**src/rtl/sa2x2_ctrl_pkg.sv**
```systemverilog
// sa_pkg: FSM states, array geometry and element packing shared by the sa2x2 controller files.
// Latency: n/a (types, constants and a pure helper function).
// Backpressure: n/a.
package sa_pkg;

    localparam int ARR_DIM  = 2;
    localparam int FEED_CYC = 2 * ARR_DIM - 1;

    typedef enum logic [2:0] {
        S_IDLE,
        S_CLEAR,
        S_FEED,
        S_DRAIN,
        S_DONE
    } state_t;

    // Flat element index of (row i, col j) in a packed 2x2 matrix bus.
    function automatic int elem_idx(input int i, input int j);
        return ARR_DIM * i + j;
    endfunction

endpackage

```
**src/rtl/sa2x2_ctrl_if.sv**
```systemverilog
// sa2x2_ctrl_if: host-side operands/results plus array-side feeds/accumulators of the sa2x2 controller.
// Latency: n/a (wiring only); job_cnt/stall_cnt exist only when SA2X2_CTRL_PERF_EN is defined.
// Backpressure: none; start is a request that the controller ignores while busy.
interface sa2x2_ctrl_if #(
    parameter int DATA_W = 8
);
    logic                start;
    logic [4*DATA_W-1:0] a_mat;
    logic [4*DATA_W-1:0] b_mat;
    logic [4*DATA_W-1:0] arr_c;
    logic                busy;
    logic                done;
    logic                arr_clr_n;
    logic [DATA_W-1:0]   feed_a0;
    logic [DATA_W-1:0]   feed_a1;
    logic [DATA_W-1:0]   feed_b0;
    logic [DATA_W-1:0]   feed_b1;
    logic [4*DATA_W-1:0] c_mat;
`ifdef SA2X2_CTRL_PERF_EN
    logic [15:0]         job_cnt;
    logic [15:0]         stall_cnt;

    modport master (
        output start, a_mat, b_mat, arr_c,
        input  busy, done, arr_clr_n, feed_a0, feed_a1, feed_b0, feed_b1, c_mat,
        input  job_cnt, stall_cnt
    );
    modport slave (
        input  start, a_mat, b_mat, arr_c,
        output busy, done, arr_clr_n, feed_a0, feed_a1, feed_b0, feed_b1, c_mat,
        output job_cnt, stall_cnt
    );
`else
    modport master (
        output start, a_mat, b_mat, arr_c,
        input  busy, done, arr_clr_n, feed_a0, feed_a1, feed_b0, feed_b1, c_mat
    );
    modport slave (
        input  start, a_mat, b_mat, arr_c,
        output busy, done, arr_clr_n, feed_a0, feed_a1, feed_b0, feed_b1, c_mat
    );
`endif
endinterface

```
**src/rtl/sa2x2_skew.sv**
```systemverilog
// sa2x2_skew: maps feed step k and latched A/B onto the skewed row/column edge inputs of the array.
// Latency: combinational; the controller registers the result.
// Backpressure: none; outputs are zero whenever feed_en is low.
module sa2x2_skew
    import sa_pkg::*;
#(
    parameter int DATA_W = 8
) (
    input  logic                feed_en,
    input  logic [1:0]          k,
    input  logic [4*DATA_W-1:0] a_lat,
    input  logic [4*DATA_W-1:0] b_lat,
    output logic [DATA_W-1:0]   feed_a0,
    output logic [DATA_W-1:0]   feed_a1,
    output logic [DATA_W-1:0]   feed_b0,
    output logic [DATA_W-1:0]   feed_b1
);

    function automatic logic [DATA_W-1:0] el(input logic [4*DATA_W-1:0] m, input int i, input int j);
        return m[elem_idx(i, j)*DATA_W +: DATA_W];
    endfunction

    // Row 1 / column 1 run one step behind row 0 / column 0 so operands meet in the right PE.
    always_comb begin
        feed_a0 = '0;
        feed_a1 = '0;
        feed_b0 = '0;
        feed_b1 = '0;
        if (feed_en) begin
            case (k)
                2'd0: begin
                    feed_a0 = el(a_lat, 0, 0);
                    feed_b0 = el(b_lat, 0, 0);
                end
                2'd1: begin
                    feed_a0 = el(a_lat, 0, 1);
                    feed_a1 = el(a_lat, 1, 0);
                    feed_b0 = el(b_lat, 1, 0);
                    feed_b1 = el(b_lat, 0, 1);
                end
                2'd2: begin
                    feed_a1 = el(a_lat, 1, 1);
                    feed_b1 = el(b_lat, 1, 1);
                end
                default: ;
            endcase
        end
    end

endmodule

```
**src/rtl/sa2x2_ctrl.sv**
```systemverilog
// sa2x2_ctrl: sequences clear/feed/drain/capture for a 2x2 output-stationary MAC array (perf counters: SA2X2_CTRL_PERF_EN).
// Latency: start sampled at edge 0, c_mat loaded at edge 1+3+DRAIN_CYC, done high the following cycle.
// Backpressure: start accepted only in IDLE or DONE; requests while busy are dropped, not queued.
module sa2x2_ctrl
    import sa_pkg::*;
#(
    parameter int DATA_W    = 8,
    parameter int DRAIN_CYC = 2
) (
    input  logic        clk,
    input  logic        reset,
    sa2x2_ctrl_if.slave bus
);

    localparam int DCNT_W = $clog2(DRAIN_CYC + 1);

    state_t              state, state_nxt;
    logic [1:0]          k, k_nxt;
    logic [DCNT_W-1:0]   dcnt, dcnt_nxt;
    logic                load_op;
    logic                capture;
    logic [4*DATA_W-1:0] a_lat, b_lat;
    logic [DATA_W-1:0]   skew_a0, skew_a1, skew_b0, skew_b1;

    logic                busy_q, done_q, clr_n_q;
    logic [DATA_W-1:0]   fa0_q, fa1_q, fb0_q, fb1_q;
    logic [4*DATA_W-1:0] c_q;

    // Next-state decode; operands are latched on the edge that accepts start.
    always_comb begin
        state_nxt = state;
        k_nxt     = k;
        dcnt_nxt  = dcnt;
        load_op   = 1'b0;
        capture   = 1'b0;
        case (state)
            S_IDLE: begin
                if (bus.start) begin
                    state_nxt = S_CLEAR;
                    load_op   = 1'b1;
                end
            end
            S_CLEAR: begin
                state_nxt = S_FEED;
                k_nxt     = '0;
            end
            S_FEED: begin
                if (k == 2'(FEED_CYC - 1)) begin
                    state_nxt = S_DRAIN;
                    dcnt_nxt  = '0;
                end else begin
                    k_nxt = k + 2'd1;
                end
            end
            S_DRAIN: begin
                if (dcnt == DCNT_W'(DRAIN_CYC - 1)) begin
                    state_nxt = S_DONE;
                    capture   = 1'b1;
                end else begin
                    dcnt_nxt = dcnt + 1'b1;
                end
            end
            S_DONE: begin
                if (bus.start) begin
                    state_nxt = S_CLEAR;
                    load_op   = 1'b1;
                end else begin
                    state_nxt = S_IDLE;
                end
            end
            default: state_nxt = S_IDLE;
        endcase
    end

    // State, step counters and operand latches.
    always_ff @(posedge clk or negedge reset) begin
        if (!reset) begin
            state <= S_IDLE;
            k     <= '0;
            dcnt  <= '0;
            a_lat <= '0;
            b_lat <= '0;
        end else begin
            state <= state_nxt;
            k     <= k_nxt;
            dcnt  <= dcnt_nxt;
            if (load_op) begin
                a_lat <= bus.a_mat;
                b_lat <= bus.b_mat;
            end
        end
    end

    sa2x2_skew #(.DATA_W(DATA_W)) u_skew (
        .feed_en (state_nxt == S_FEED),
        .k       (k_nxt),
        .a_lat   (a_lat),
        .b_lat   (b_lat),
        .feed_a0 (skew_a0),
        .feed_a1 (skew_a1),
        .feed_b0 (skew_b0),
        .feed_b1 (skew_b1)
    );

    // Outputs are registered from the upcoming state so each one lines up with the state it describes.
    always_ff @(posedge clk or negedge reset) begin
        if (!reset) begin
            busy_q  <= 1'b0;
            done_q  <= 1'b0;
            clr_n_q <= 1'b0;
            fa0_q   <= '0;
            fa1_q   <= '0;
            fb0_q   <= '0;
            fb1_q   <= '0;
            c_q     <= '0;
        end else begin
            busy_q  <= state_nxt inside {S_CLEAR, S_FEED, S_DRAIN};
            done_q  <= (state_nxt == S_DONE);
            clr_n_q <= (state_nxt != S_CLEAR);
            fa0_q   <= skew_a0;
            fa1_q   <= skew_a1;
            fb0_q   <= skew_b0;
            fb1_q   <= skew_b1;
            if (capture) begin
                c_q <= bus.arr_c;
            end
        end
    end

    assign bus.busy      = busy_q;
    assign bus.done      = done_q;
    assign bus.arr_clr_n = clr_n_q;
    assign bus.feed_a0   = fa0_q;
    assign bus.feed_a1   = fa1_q;
    assign bus.feed_b0   = fb0_q;
    assign bus.feed_b1   = fb1_q;
    assign bus.c_mat     = c_q;

`ifdef SA2X2_CTRL_PERF_EN
    logic [15:0] job_cnt_q, stall_cnt_q;

    // Jobs count on the capture edge (one per done pulse); stalls count start requests seen while busy.
    always_ff @(posedge clk or negedge reset) begin
        if (!reset) begin
            job_cnt_q   <= '0;
            stall_cnt_q <= '0;
        end else begin
            if (capture) begin
                job_cnt_q <= job_cnt_q + 16'd1;
            end
            if (bus.start && busy_q && (stall_cnt_q != 16'hFFFF)) begin
                stall_cnt_q <= stall_cnt_q + 16'd1;
            end
        end
    end

    assign bus.job_cnt   = job_cnt_q;
    assign bus.stall_cnt = stall_cnt_q;
`endif

endmodule

```
**src/flat_wrapper.sv**
```systemverilog
// flat-port wrapper written by rule: the top's interface ports become plain ports
module sa2x2_ctrl_flat import sa_pkg::*;
#(
    parameter int DATA_W    = 8,
    parameter int DRAIN_CYC = 2
)
  (clk, reset, bus_start, bus_a_mat, bus_b_mat, bus_arr_c, bus_busy, bus_done, bus_arr_clr_n, bus_feed_a0, bus_feed_a1, bus_feed_b0, bus_feed_b1, bus_c_mat);
  sa2x2_ctrl_if #(.DATA_W(DATA_W)) bus_i ();
  input  logic clk;
  input  logic reset;
  input wire logic [$bits(bus_i.start)-1:0] bus_start;
  input wire logic [$bits(bus_i.a_mat)-1:0] bus_a_mat;
  input wire logic [$bits(bus_i.b_mat)-1:0] bus_b_mat;
  input wire logic [$bits(bus_i.arr_c)-1:0] bus_arr_c;
  output wire logic [$bits(bus_i.busy)-1:0] bus_busy;
  output wire logic [$bits(bus_i.done)-1:0] bus_done;
  output wire logic [$bits(bus_i.arr_clr_n)-1:0] bus_arr_clr_n;
  output wire logic [$bits(bus_i.feed_a0)-1:0] bus_feed_a0;
  output wire logic [$bits(bus_i.feed_a1)-1:0] bus_feed_a1;
  output wire logic [$bits(bus_i.feed_b0)-1:0] bus_feed_b0;
  output wire logic [$bits(bus_i.feed_b1)-1:0] bus_feed_b1;
  output wire logic [$bits(bus_i.c_mat)-1:0] bus_c_mat;
  assign bus_i.start = bus_start;
  assign bus_i.a_mat = bus_a_mat;
  assign bus_i.b_mat = bus_b_mat;
  assign bus_i.arr_c = bus_arr_c;
  assign bus_busy = bus_i.busy;
  assign bus_done = bus_i.done;
  assign bus_arr_clr_n = bus_i.arr_clr_n;
  assign bus_feed_a0 = bus_i.feed_a0;
  assign bus_feed_a1 = bus_i.feed_a1;
  assign bus_feed_b0 = bus_i.feed_b0;
  assign bus_feed_b1 = bus_i.feed_b1;
  assign bus_c_mat = bus_i.c_mat;
  sa2x2_ctrl #(.DATA_W(DATA_W), .DRAIN_CYC(DRAIN_CYC)) u_core (.clk(clk), .reset(reset), .bus(bus_i));
endmodule
```
**config.mk**
```make
export PLATFORM = sky130hd
export DESIGN_NAME = sa2x2_ctrl_flat
export DESIGN_NICKNAME = d
export VERILOG_FILES = /design/src/rtl/sa2x2_ctrl_pkg.sv /design/src/rtl/sa2x2_ctrl_if.sv /design/src/rtl/sa2x2_skew.sv /design/src/rtl/sa2x2_ctrl.sv /design/src/flat_wrapper.sv
export SDC_FILE = /design/constraint.sdc
export NUM_CORES = 1
export LEC_CHECK = 0
export ABC_AREA = 1
export BUFFER_PORTS_ARGS = -buffer_cell sky130_fd_sc_hd__buf_2
export CELL_PAD_IN_SITES_DETAIL_PLACEMENT = 0
export CELL_PAD_IN_SITES_GLOBAL_PLACEMENT = 1
export CORE_MARGIN = 1
export CORE_UTILIZATION = 40
export CTS_BUF_LIST = sky130_fd_sc_hd__clkbuf_4
export DETAILED_ROUTE_END_ITERATION = 7
export PLACE_DENSITY = 0.92
export SYNTH_ARGS = -nofsm -noshare
export SYNTH_HDL_FRONTEND = slang
export SYNTH_SLANG_ARGS = --single-unit
```
**constraint.sdc**
```tcl
create_clock -name clk -period 2.16 [get_ports clk]
set_input_delay 0.216 -clock clk [delete_from_list [all_inputs] [get_ports clk]]
set_output_delay 0.216 -clock clk [all_outputs]
set_load 0.05 [all_outputs]
```
==> impl_results.rst, run 1 <==
.. list-table::
   :header-rows: 1

   * - Metric
     - Value
   * - Outcome
     - completed
   * - Post-Synth XOR/XNOR Area
     - 0%
   * - Starting DRT DRC Count
     - 240
   * - Setup repair after global routing missed its margin
     - no
   * - Worst reg2reg startpoint
     - u_core.state[1]$_DFF_PN0_
   * - Via-per-instance ratio
     - 4.75
   * - Total number of cells along the worst setup path
     - 11
   * - Max-capacitance violation count
     - 0
   * - Sequential cell area
     - 3450 um2
   * - Startpoint type of the worst setup path
     - flip-flop
   * - Multi-input combinational cell area
     - 1890 um2
   * - Site Rows
     - 42
   * - Min-Delay Path Class
     - in -> reg
   * - Instance count of the mapped netlist
     - 609
   * - Maximum number of pins on one net before global-route repair
     - 66
   * - Total of buffers placed on input and output ports
     - 165
   * - Post-placement setup slack
     - 0.0866 ns
   * - Clk slew on worst S/H paths
     - 0.10 ns
   * - Antenna violations before repair
     - 0
   * - Standard cell core area
     - 13500 um2
   * - Area share of the leading cell type in the synthesized netlist
     - 61.3%
   * - CTS buffer count
     - 17
   * - Setup Fix Bufs, Post-CTS
     - 0
   * - Worst setup path endpoint
     - u_core.bus.feed_b1[0]$_DFF_PN0_
   * - Sum of negative setup slack
     - 0 ns
   * - Max Clock Skew
     - 0.0118 ns
   * - Buffer cell driving the clock tree root
     - sky130_fd_sc_hd__clkbuf_4
   * - Routing usage on met2
     - 39.3%
   * - Worst hold path depth
     - 5
   * - WP buf/inv
     - 3
   * - Worst Max-Slew Pin Slew
     - 0.668 ns
   * - Final routed DRC violation total
     - 0
   * - Worst path max stage delay
     - 0.46 ns
   * - DIE WIDTH
     - 121 um
   * - Worst skew pair latency
     - 0.52 ns
   * - Crit Path Max Fanout
     - 32
   * - Setup slack after layout
     - 0.181 ns
   * - Worst r2r dst
     - u_core.bus.feed_b1[0]$_DFF_PN0_
   * - Largest cells by area after synthesis
     - sky130_fd_sc_hd__dfrtp_1 61%, sky130_fd_sc_hd__nand2_1 17%, sky130_fd_sc_hd__nand3_1 5.9%
   * - Largest vdd supply drop
     - 0.000663 V
   * - Post-synthesis compound-gate area fraction
     - 5.47%
   * - Chip height
     - 121 um
   * - Vias in the first global route
     - 5002
   * - Met1 demand-to-capacity share in global routing
     - 24.4%
   * - Simple-gate portion of the synthesized area
     - 26.5%
   * - Count of clock tree sinks
     - 138
   * - Die outline area
     - 14600 um2
   * - Family with the most delay on the worst path
     - flip-flops
   * - Slowest cell on crit path
     - sky130_fd_sc_hd__dfrtp_1
   * - Sequence of cells on the critical path
     - nand2_1 -> inv_2 -> nor2_1 -> nand2_1 -> a21boi_1 -> inv_1 -> ha_1 -> buf_12 -> a22o_1 -> nand2_1 -> nor2_2
   * - Global route total overflow
     - 0
   * - Proportion of synthesized chip area in sequential cells
     - 61.3%
   * - Count of pins on the block boundary
     - 166
   * - Area growth, synth to finish
     - 40.3%
   * - Via count
     - 5012
   * - Pre-antenna DRT Iters
     - 5
   * - Gpl congestion
     - 0.837
   * - Fillers
     - 1122
   * - Combinational family with the most area after synthesis
     - simple AND/OR/NAND/NOR gates
   * - Slew HR
     - 55.5%
   * - Share of post-route cells with drive strength above 1
     - 25.9%
   * - Count of final setup violators
     - 0
   * - Worst r2r path cells
     - 11
   * - Final Hold Viols
     - 0
   * - Highest attainable clock frequency
     - 505 MHz
   * - Leakage dissipation
     - 4.31 nW
   * - Number of unique standard cell types used by synthesis
     - 23
   * - Post-route antenna net violation count
     - 0
   * - Final nets
     - 971
   * - Avg Synthesized Cell Area
     - 9.25 um2
   * - H-tree depth
     - 4
   * - DP Wirelength
     - 9.19 mm
   * - Critical Path Source
     - u_core.state[1]$_DFF_PN0_
   * - Final core occ
     - 58.5%
   * - PD cells
     - 1520 nW/um2
   * - PnR Total Power
     - 12.0 mW
   * - FF-to-FF setup slack
     - 0.18 ns
   * - Most Used Layer, Global Route
     - met2
   * - Tot GR Track Use
     - 21.6%
   * - Wire length of the first global-routing pass
     - 23.9 mm
   * - Post-layout minimum cycle time
     - 1.98 ns
   * - Library cell appearing most often on the critical path
     - sky130_fd_sc_hd__nand2_1
   * - Post-route fraction of the period consumed by the critical path
     - 91.6%
   * - Synthesized cell area
     - 5630 um2
   * - Path type of the worst setup path
     - reg -> reg
   * - Met3 GRT Util
     - 5.28%
   * - Post-Synth Adder-Cell Area
     - 1.33%
   * - TritonCTS clock tree
     - done
   * - Largest area contributor in the netlist
     - sky130_fd_sc_hd__dfrtp_1
   * - Initial cell density of the core
     - 41.7%
   * - CP required
     - 2.57 ns
   * - Number of synthesis warnings
     - 0
   * - Portion of netlist area occupied by mux cells
     - 0%
   * - Crit path arrival time
     - 2.39 ns
   * - N_diodes
     - 0
   * - Final max-slew violation count
     - 0
   * - Routed wirelength normalized by instance count
     - 14.3 um
   * - Nature of the critical path endpoint
     - flip-flop
   * - Number of nets produced by synthesis
     - 714
   * - Number of storage elements in the synthesis netlist
     - 138
   * - CTS Buffer Depth
     - 2
   * - Aggregate routed wire length
     - 15.1 mm
Yosys cell counts (all sizes together):
library cell and count:
ha 6, nor3 1, inv 28, buf 24
nand2 253, nand3 67, a22o 32, nor2 40
dfrtp 138, a21oi 2, a21boi 1, o21ai 2
clkbuf 15
per-stage QoR:
stage          hold WS, ns  cell area (um2)  std cells
5_1_grt              0.103             7900       1055
4_1_cts             0.0676             7900       1055
2_1_floorplan      -0.0796             5630        609
3_3_place_gp         0.207             6670        926
3_5_place_dp         0.210             6670        926
6_report             0.126             7900       1055
where the power goes:
part | internal (mW) | switching [mW] | total (mW)
Combinational | 2.00 | 4.23 | 6.24
Clock | 0.717 | 0.857 | 1.57
Sequential | 3.65 | 0.566 | 4.22
cell families (layout without fill, tap and decap cells):
group / Yosys count / after routing
buffers and inverters: 67 / 337
DFF: 138 / 138
and+or+nand+nor: 361 / 361
adders and majority gates: 6 / 6
AOI/OAI and AO/OA: 37 / 37
area by class of cell:
type / instances / area share, %
clock buffer: 21 / 1.99
tap: 176 / 2.79
timing repair buffer: 277 / 25.0
inverter: 28 / 1.33
multi-input combinational: 404 / 23.9
sequential: 138 / 43.7
clock inverter: 11 / 1.31
worst min path at each step:
stage / startpoint / to / slack (ns)
2_1_floorplan: reset / u_core.a_lat[0]$_DFFE_PN0P_ / -0.08
3_3_place_gp: reset / u_core.bus.c_mat[23]$_DFFE_PN0P_ / 0.21
3_5_place_dp: reset / u_core.bus.c_mat[23]$_DFFE_PN0P_ / 0.21
4_1_cts: bus_start / u_core.state[0]$_DFF_PN0_ / 0.07
5_1_grt: bus_start / u_core.state[0]$_DFF_PN0_ / 0.10
6_report: bus_start / u_core.state[0]$_DFF_PN0_ / 0.13
cells in the final DEF (no fill, tap or decap), types with 5 or more instances in the layout:
cell / instances
sky130_fd_sc_hd__dlygate4sd3_1: 97
sky130_fd_sc_hd__inv_1: 26
sky130_fd_sc_hd__buf_2: 164
sky130_fd_sc_hd__buf_4: 10
sky130_fd_sc_hd__ha_1: 5
sky130_fd_sc_hd__buf_12: 5
sky130_fd_sc_hd__clkbuf_4: 21
sky130_fd_sc_hd__a22o_1: 32
sky130_fd_sc_hd__nor2_2: 11
sky130_fd_sc_hd__nor2_1: 27
sky130_fd_sc_hd__nand2_1: 250
sky130_fd_sc_hd__nand3_1: 66
sky130_fd_sc_hd__dfrtp_1: 138
flip-flops by register name, summed over array words and instances, names as in the netlist:
register / cells
u_core.bus.feed_a0: 8
u_core.bus.busy: 1
u_core.k: 2
u_core.a_lat: 32
u_core.bus.feed_b0: 8
u_core.bus.feed_b1: 8
u_core.bus.arr_clr_n: 1
u_core.b_lat: 32
u_core.bus.c_mat: 32
u_core.state: 3
u_core.dcnt: 2
u_core.bus.feed_a1: 8
u_core.bus.done: 1
timing repair:
action,in CTS,in global routing
setup endpoints to repair,0,16
hold endpoints to repair,147,0
hold buffers,97,0
gates resized for setup,0,2
layer usage:
metal / share of wire, % / vias to the layer above
li1: - / 2450
met1: 41 / 2329
met2: 51 / 206
met3: 6.1 / 27
met4: 2.0 / 0
met5: 0 / -
worst register-to-register path, cell delays in order (launching register included):
cell	delay, ns
sky130_fd_sc_hd__dfrtp_1	0.46
sky130_fd_sc_hd__nand2_1	0.13
sky130_fd_sc_hd__inv_2	0.05
sky130_fd_sc_hd__nor2_1	0.08
sky130_fd_sc_hd__nand2_1	0.12
sky130_fd_sc_hd__a21boi_1	0.22
sky130_fd_sc_hd__inv_1	0.09
sky130_fd_sc_hd__ha_1	0.23
sky130_fd_sc_hd__buf_12	0.18
sky130_fd_sc_hd__a22o_1	0.22
sky130_fd_sc_hd__nand2_1	0.08
sky130_fd_sc_hd__nor2_2	0.04
(Power assumes the default switching activity.)
==> inputs of run 2 (changes only) <==
Settings changed: MAX_ROUTING_LAYER set to met4.
==> run 2 against run 1 <==
  * Core utilization unchanged
  * Clock power is essentially flat
  * First-iteration DRC count decreased by 7.9%
  * Maximum frequency barely moved
  * Non-clock buffer count did not move
  * Final cell count unchanged
  * Critical path depth stayed put
  * Flip-flop and latch count unchanged
  * Global-route usage up 0.67 points
  * Design area unchanged
  * Die area unchanged
  * Total power is essentially flat
  * Largest power group unchanged
==> impl_results.rst, run 2 (same netlist as run 1, synthesis figures left out) <==
.. list-table::
   :header-rows: 1

   * - Metric
     - Value
   * - Outcome
     - completed
   * - Final Hold Viols
     - 0
   * - Leakage dissipation
     - 4.31 nW
   * - Total of buffers placed on input and output ports
     - 165
   * - Multi-input combinational cell area
     - 1890 um2
   * - Final nets
     - 971
   * - Sum of negative setup slack
     - 0 ns
   * - P_int
     - 6.37 mW
   * - Die outline area
     - 14600 um2
   * - DIE WIDTH
     - 121 um
   * - Chip height
     - 121 um
   * - Setup repair after global routing missed its margin
     - no
   * - Gpl congestion
     - 0.850
   * - Startpoint type of the worst setup path
     - flip-flop
   * - Placed inst area
     - 6670 um2
   * - Aggregate routed wire length
     - 15.1 mm
   * - Worst Max-Slew Pin Slew
     - 0.667 ns
   * - Wire length of the first global-routing pass
     - 23.9 mm
   * - Routed wirelength normalized by instance count
     - 14.3 um
   * - Min-Delay Path Class
     - in -> reg
   * - Nature of the critical path endpoint
     - flip-flop
   * - Via-per-instance ratio
     - 4.74
   * - N_diodes
     - 0
   * - Commonest cells after routing, fill and taps aside
     - 250 x sky130_fd_sc_hd__nand2_1, 164 x sky130_fd_sc_hd__buf_2, 138 x sky130_fd_sc_hd__dfrtp_1, 97 x sky130_fd_sc_hd__dlygate4sd3_1, 66 x sky130_fd_sc_hd__nand3_1
   * - Post-layout minimum cycle time
     - 1.98 ns
   * - Total net switching power
     - 5.66 mW
   * - Buffer cell driving the clock tree root
     - sky130_fd_sc_hd__clkbuf_4
   * - Power share of the sequential group
     - 35.0%
   * - Vias in the first global route
     - 5005
   * - Site Rows
     - 42
   * - Count of final setup violators
     - 0
   * - Final max-slew violation count
     - 0
   * - H-tree depth
     - 4
   * - Most common cell after layout, fill and taps aside
     - sky130_fd_sc_hd__nand2_1
   * - Clock power share
     - 13.1%
   * - Pre-antenna DRT Iters
     - 4
   * - Share of post-route cells with drive strength above 1
     - 25.9%
   * - Standard cell core area
     - 13500 um2
   * - CTS Buffer Depth
     - 2
   * - DP Wirelength
     - 9.19 mm
   * - PD cells
     - 1520 nW/um2
   * - TritonCTS clock tree
     - done
   * - Combinational share of power
     - 51.8%
   * - Crit Path Max Fanout
     - 32
   * - Count of clock tree sinks
     - 138
   * - Crit path arrival time
     - 2.40 ns
   * - Starting DRT DRC Count
     - 221
   * - CP required
     - 2.58 ns
   * - Clk slew on worst S/H paths
     - 0.10 ns
   * - Max-capacitance violation count
     - 0
   * - Via count
     - 5005
   * - Max Clock Skew
     - 0.0108 ns
   * - Slew HR
     - 55.6%
   * - Global route total overflow
     - 0
   * - Area growth, synth to finish
     - 40.3%
   * - Path type of the worst setup path
     - reg -> reg
   * - CTS buffer count
     - 17
   * - Final core occ
     - 58.5%
   * - Sequential cell area
     - 3450 um2
   * - Fillers
     - 1122
   * - PnR Total Power
     - 12.0 mW
   * - Largest vdd supply drop
     - 0.000670 V
   * - Maximum number of pins on one net before global-route repair
     - 66
   * - Initial cell density of the core
     - 41.7%
   * - Switching share of power
     - 47.0%
   * - Final routed DRC violation total
     - 0
   * - Post-route antenna net violation count
     - 0
   * - Post-route fraction of the period consumed by the critical path
     - 91.6%
   * - Count of pins on the block boundary
     - 166
   * - Tot GR Track Use
     - 22.3%
   * - Antenna violations before repair
     - 0
   * - Post-route design area
     - 7900 um2
   * - Worst skew pair latency
     - 0.52 ns
   * - Highest attainable clock frequency
     - 505 MHz
run 2: cell counts in the layout (fill, tap and decap cells not counted):
No cell type changed its count.
run 2: repair_timing:
action,in CTS,in global routing
setup endpoints to repair,0,16
hold buffers,97,0
buffers inserted,0,0
hold endpoints to repair,147,0
gates resized for setup,0,2
run 2: stage by stage:
step           hold slack (ns)  instances  worst slack [ns]
2_1_floorplan          -0.0796        609             0.213
3_3_place_gp             0.207        926             0.174
3_5_place_dp             0.210        926            0.0866
4_1_cts                 0.0676       1055            0.0672
5_1_grt                  0.103       1055            0.0441
6_report                 0.120       1055             0.181
run 2: critical path: stages, from the launching register on:
cell                       delay, ns
sky130_fd_sc_hd__dfrtp_1        0.46
sky130_fd_sc_hd__nand2_1        0.13
sky130_fd_sc_hd__inv_2          0.05
sky130_fd_sc_hd__nor2_1         0.08
sky130_fd_sc_hd__nand2_1        0.12
sky130_fd_sc_hd__a21boi_1       0.22
sky130_fd_sc_hd__inv_1          0.09
sky130_fd_sc_hd__ha_1           0.23
sky130_fd_sc_hd__buf_12         0.18
sky130_fd_sc_hd__a22o_1         0.21
sky130_fd_sc_hd__nand2_1        0.07
sky130_fd_sc_hd__nor2_2         0.04
run 2: power by group through the flow:
| stage | Clock, mW | Sequential (mW) | Combinational, mW |
|---|---|---|---|
| 6_report | 1.58 | 4.21 | 6.24 |
| 5_1_grt | 1.74 | 4.32 | 6.84 |
| 4_1_cts | 1.64 | 4.21 | 6.25 |
| 3_5_place_dp | 0 | 4.25 | 6.11 |
| 3_3_place_gp | 0 | 4.23 | 6.03 |
| 2_1_floorplan | 0 | 5.67 | 3.05 |
run 2: cell type report:
class | count | area share (%)
clock inverter | 11 | 1.31
sequential | 138 | 43.7
tap | 176 | 2.79
multi-input combinational | 404 | 23.9
clock buffer | 21 | 1.99
timing repair buffer | 277 | 25.0
inverter | 28 | 1.33
run 2: final timing paths:
check                                       startpoint                               end  slack (ns)  cells after the start
max                          u_core.state[1]$_DFF_PN0_   u_core.bus.feed_b1[0]$_DFF_PN0_        0.18                     11
min                                          bus_start         u_core.state[0]$_DFF_PN0_        0.12                      5
max reg2reg                  u_core.state[1]$_DFF_PN0_   u_core.bus.feed_b1[0]$_DFF_PN0_        0.18                     11
min reg2reg                u_core.a_lat[0]$_DFFE_PN0P_       u_core.a_lat[0]$_DFFE_PN0P_        0.48                      2
max in group asynchronous                        reset      u_core.b_lat[24]$_DFFE_PN0P_        1.31                      3
min in group asynchronous                        reset  u_core.bus.c_mat[23]$_DFFE_PN0P_        0.22                      2
run 2: routing by layer:
metal	share of wire [%]	wire length, um	global-route usage, %	vias to the layer above
li1	-	-	-	2449
met1	41	6150	24.7	2347
met2	51	7720	39.4	184
met3	6.1	914	4.95	25
met4	1.9	282	8.18	0
met5	0	0	-	-
==> inputs of run 3 (changes only) <==
Settings changed: RECOVER_POWER set to 100.
==> run 3 against run 2 <==
  * Clock power about the same
  * Worst hold slack worse by 0.025 ns
  * Routed wire length up 1.1%
  * Global-route usage unchanged
  * Sequential share of layout area up 0.85 points
  * Maximum frequency up 1.1%
  * Count of clock-buffer cells in the layout unchanged
  * Final cell count unchanged
  * Combinational power down 5.0%
  * Flip-flop and latch count unchanged
  * Register-to-register slack better by 0.02 ns
  * Non-clock buffer count unchanged
  * Critical endpoint is now u_core.a_lat[12]$_DFFE_PN0P_
  * Largest power group unchanged
==> impl_results.rst, run 3 (same netlist as run 1, synthesis figures left out) <==
.. list-table::
   :header-rows: 1

   * - Metric
     - Value
   * - Outcome
     - completed
   * - Antenna violations before repair
     - 0
   * - Switching share of power
     - 47.7%
   * - Commonest cells after routing, fill and taps aside
     - 251 x sky130_fd_sc_hd__nand2_1, 138 x sky130_fd_sc_hd__dfrtp_1, 97 x sky130_fd_sc_hd__dlygate4sd3_1, 97 x sky130_fd_sc_hd__buf_2, 67 x sky130_fd_sc_hd__clkbuf_1
   * - Aggregate routed wire length
     - 15.2 mm
   * - Post-route antenna net violation count
     - 0
   * - Slew HR
     - 9.24%
   * - Buffer cell driving the clock tree root
     - sky130_fd_sc_hd__clkbuf_4
   * - Wire length of the first global-routing pass
     - 23.9 mm
   * - Chip height
     - 121 um
   * - TritonCTS clock tree
     - done
   * - Power share of the sequential group
     - 36.0%
   * - Placed inst area
     - 6670 um2
   * - Gpl congestion
     - 0.850
   * - Final Hold Viols
     - 0
   * - Tot GR Track Use
     - 22.3%
   * - Site Rows
     - 42
   * - Most Used Layer, Global Route
     - met2
   * - Crit path arrival time
     - 2.37 ns
   * - Max-capacitance violation count
     - 0
   * - Post-placement setup slack
     - 0.0866 ns
   * - Path type of the worst setup path
     - reg -> reg
   * - Count of final setup violators
     - 0
   * - Worst skew pair latency
     - 0.52 ns
   * - Share of post-route cells with drive strength above 1
     - 17.0%
   * - Setup repair after global routing missed its margin
     - no
   * - CP required
     - 2.57 ns
   * - Vias in the first global route
     - 5005
   * - Worst Max-Slew Pin Slew
     - 1.36 ns
   * - Met1 demand-to-capacity share in global routing
     - 24.7%
   * - Largest vdd supply drop
     - 0.000659 V
   * - Setup slack after layout
     - 0.202 ns
   * - CTS buffer count
     - 17
   * - Count of pins on the block boundary
     - 166
   * - Total of buffers placed on input and output ports
     - 165
   * - Pre-antenna DRT Iters
     - 6
   * - Post-layout minimum cycle time
     - 1.96 ns
   * - Count of clock tree sinks
     - 138
   * - DIE WIDTH
     - 121 um
   * - Most common cell after layout, fill and taps aside
     - sky130_fd_sc_hd__nand2_1
   * - Met3 GRT Util
     - 4.95%
   * - Area growth, synth to finish
     - 37.7%
   * - Combinational share of power
     - 50.6%
   * - DP Wirelength
     - 9.19 mm
   * - Highest attainable clock frequency
     - 511 MHz
   * - Setup Fix Bufs, Post-CTS
     - 0
   * - Clk slew on worst S/H paths
     - 0.10 ns
   * - Post-route fraction of the period consumed by the critical path
     - 90.6%
   * - Starting DRT DRC Count
     - 260
   * - Leakage dissipation
     - 4.06 nW
   * - Via-per-instance ratio
     - 4.76
   * - H-tree depth
     - 4
   * - Via count
     - 5017
   * - Min-Delay Path Class
     - in -> reg
   * - Final nets
     - 971
   * - Initial cell density of the core
     - 41.7%
   * - Nature of the critical path endpoint
     - flip-flop
   * - PD cells
     - 1510 nW/um2
   * - Global route total overflow
     - 0
   * - FF-to-FF setup slack
     - 0.20 ns
   * - Maximum number of pins on one net before global-route repair
     - 66
   * - Post-route design area
     - 7750 um2
   * - Routing usage on met2
     - 39.4%
   * - Final routed DRC violation total
     - 0
   * - Total net switching power
     - 5.60 mW
   * - Max Clock Skew
     - 0.0105 ns
   * - Startpoint type of the worst setup path
     - flip-flop
   * - N_diodes
     - 0
   * - P_int
     - 6.13 mW
   * - PnR Total Power
     - 11.7 mW
   * - Die outline area
     - 14600 um2
   * - Sum of negative setup slack
     - 0 ns
   * - Clock power share
     - 13.4%
   * - Standard cell core area
     - 13500 um2
   * - Routed wirelength normalized by instance count
     - 14.4 um
   * - Crit Path Max Fanout
     - 65
   * - Final max-slew violation count
     - 0
   * - CTS Buffer Depth
     - 2
## run 3: layer usage
metal	vias up	part of all wire [%]
li1	2448	-
met3	26	5.9
met2	191	51
met5	-	0
met4	0	1.8
met1	2352	41
## run 3: what timing repair did
item | 4_1_cts | 5_1_grt
hold buffers | 97 | 0
setup endpoints to repair | 0 | 16
hold endpoints to repair | 147 | 0
resized for setup | 0 | 2
## run 3: path summary, 6_finish.rpt
| kind | start | end | depth (start not counted) |
|---|---|---|---|
| worst min-delay path | bus_start | u_core.state[0]$_DFF_PN0_ | 5 |
| worst max register to register | u_core.state[0]$_DFF_PN0_ | u_core.a_lat[12]$_DFFE_PN0P_ | 6 |
| max in group asynchronous | reset | u_core.bus.feed_a0[2]$_DFF_PN0_ | 3 |
| worst min register to register | u_core.a_lat[0]$_DFFE_PN0P_ | u_core.a_lat[0]$_DFFE_PN0P_ | 2 |
| worst max-delay path | u_core.state[0]$_DFF_PN0_ | u_core.a_lat[12]$_DFFE_PN0P_ | 6 |
| min in group asynchronous | reset | u_core.bus.c_mat[23]$_DFFE_PN0P_ | 2 |
## run 3: through the flow
stage	instances	hold slack (ns)	utilization, %
2_1_floorplan	609	-0.0796	-
3_3_place_gp	926	0.207	49.4
3_5_place_dp	926	0.210	49.4
4_1_cts	1055	0.0676	58.5
5_1_grt	1055	0.0893	57.4
6_report	1055	0.0947	57.4
## run 3: critical path, cell delays in order (launching register included)
cell and delay [ns]:
sky130_fd_sc_hd__dfrtp_1 0.43, sky130_fd_sc_hd__nor2_1 0.16, sky130_fd_sc_hd__buf_4 0.55, sky130_fd_sc_hd__nand2_2 0.10, sky130_fd_sc_hd__buf_4 0.37, sky130_fd_sc_hd__nand2_1 0.15
sky130_fd_sc_hd__nand2_1 0.07
## run 3: power by group through the flow
stage | clock network (mW) | registers (mW) | logic (mW)
3_3_place_gp | 0 | 4.23 | 6.03
4_1_cts | 1.64 | 4.21 | 6.25
2_1_floorplan | 0 | 5.67 | 3.05
6_report | 1.58 | 4.23 | 5.93
5_1_grt | 1.74 | 4.33 | 6.52
3_5_place_dp | 0 | 4.25 | 6.11
## run 3: area by class of cell
type	count	area (um2)
Fill cell	1176	5750
Sequential cell	138	3450
Timing Repair Buffer	277	1870
Multi-Input combinational cell	404	1850
Tap cell	176	220
Clock buffer	21	158
Inverter	28	105
Clock inverter	11	104
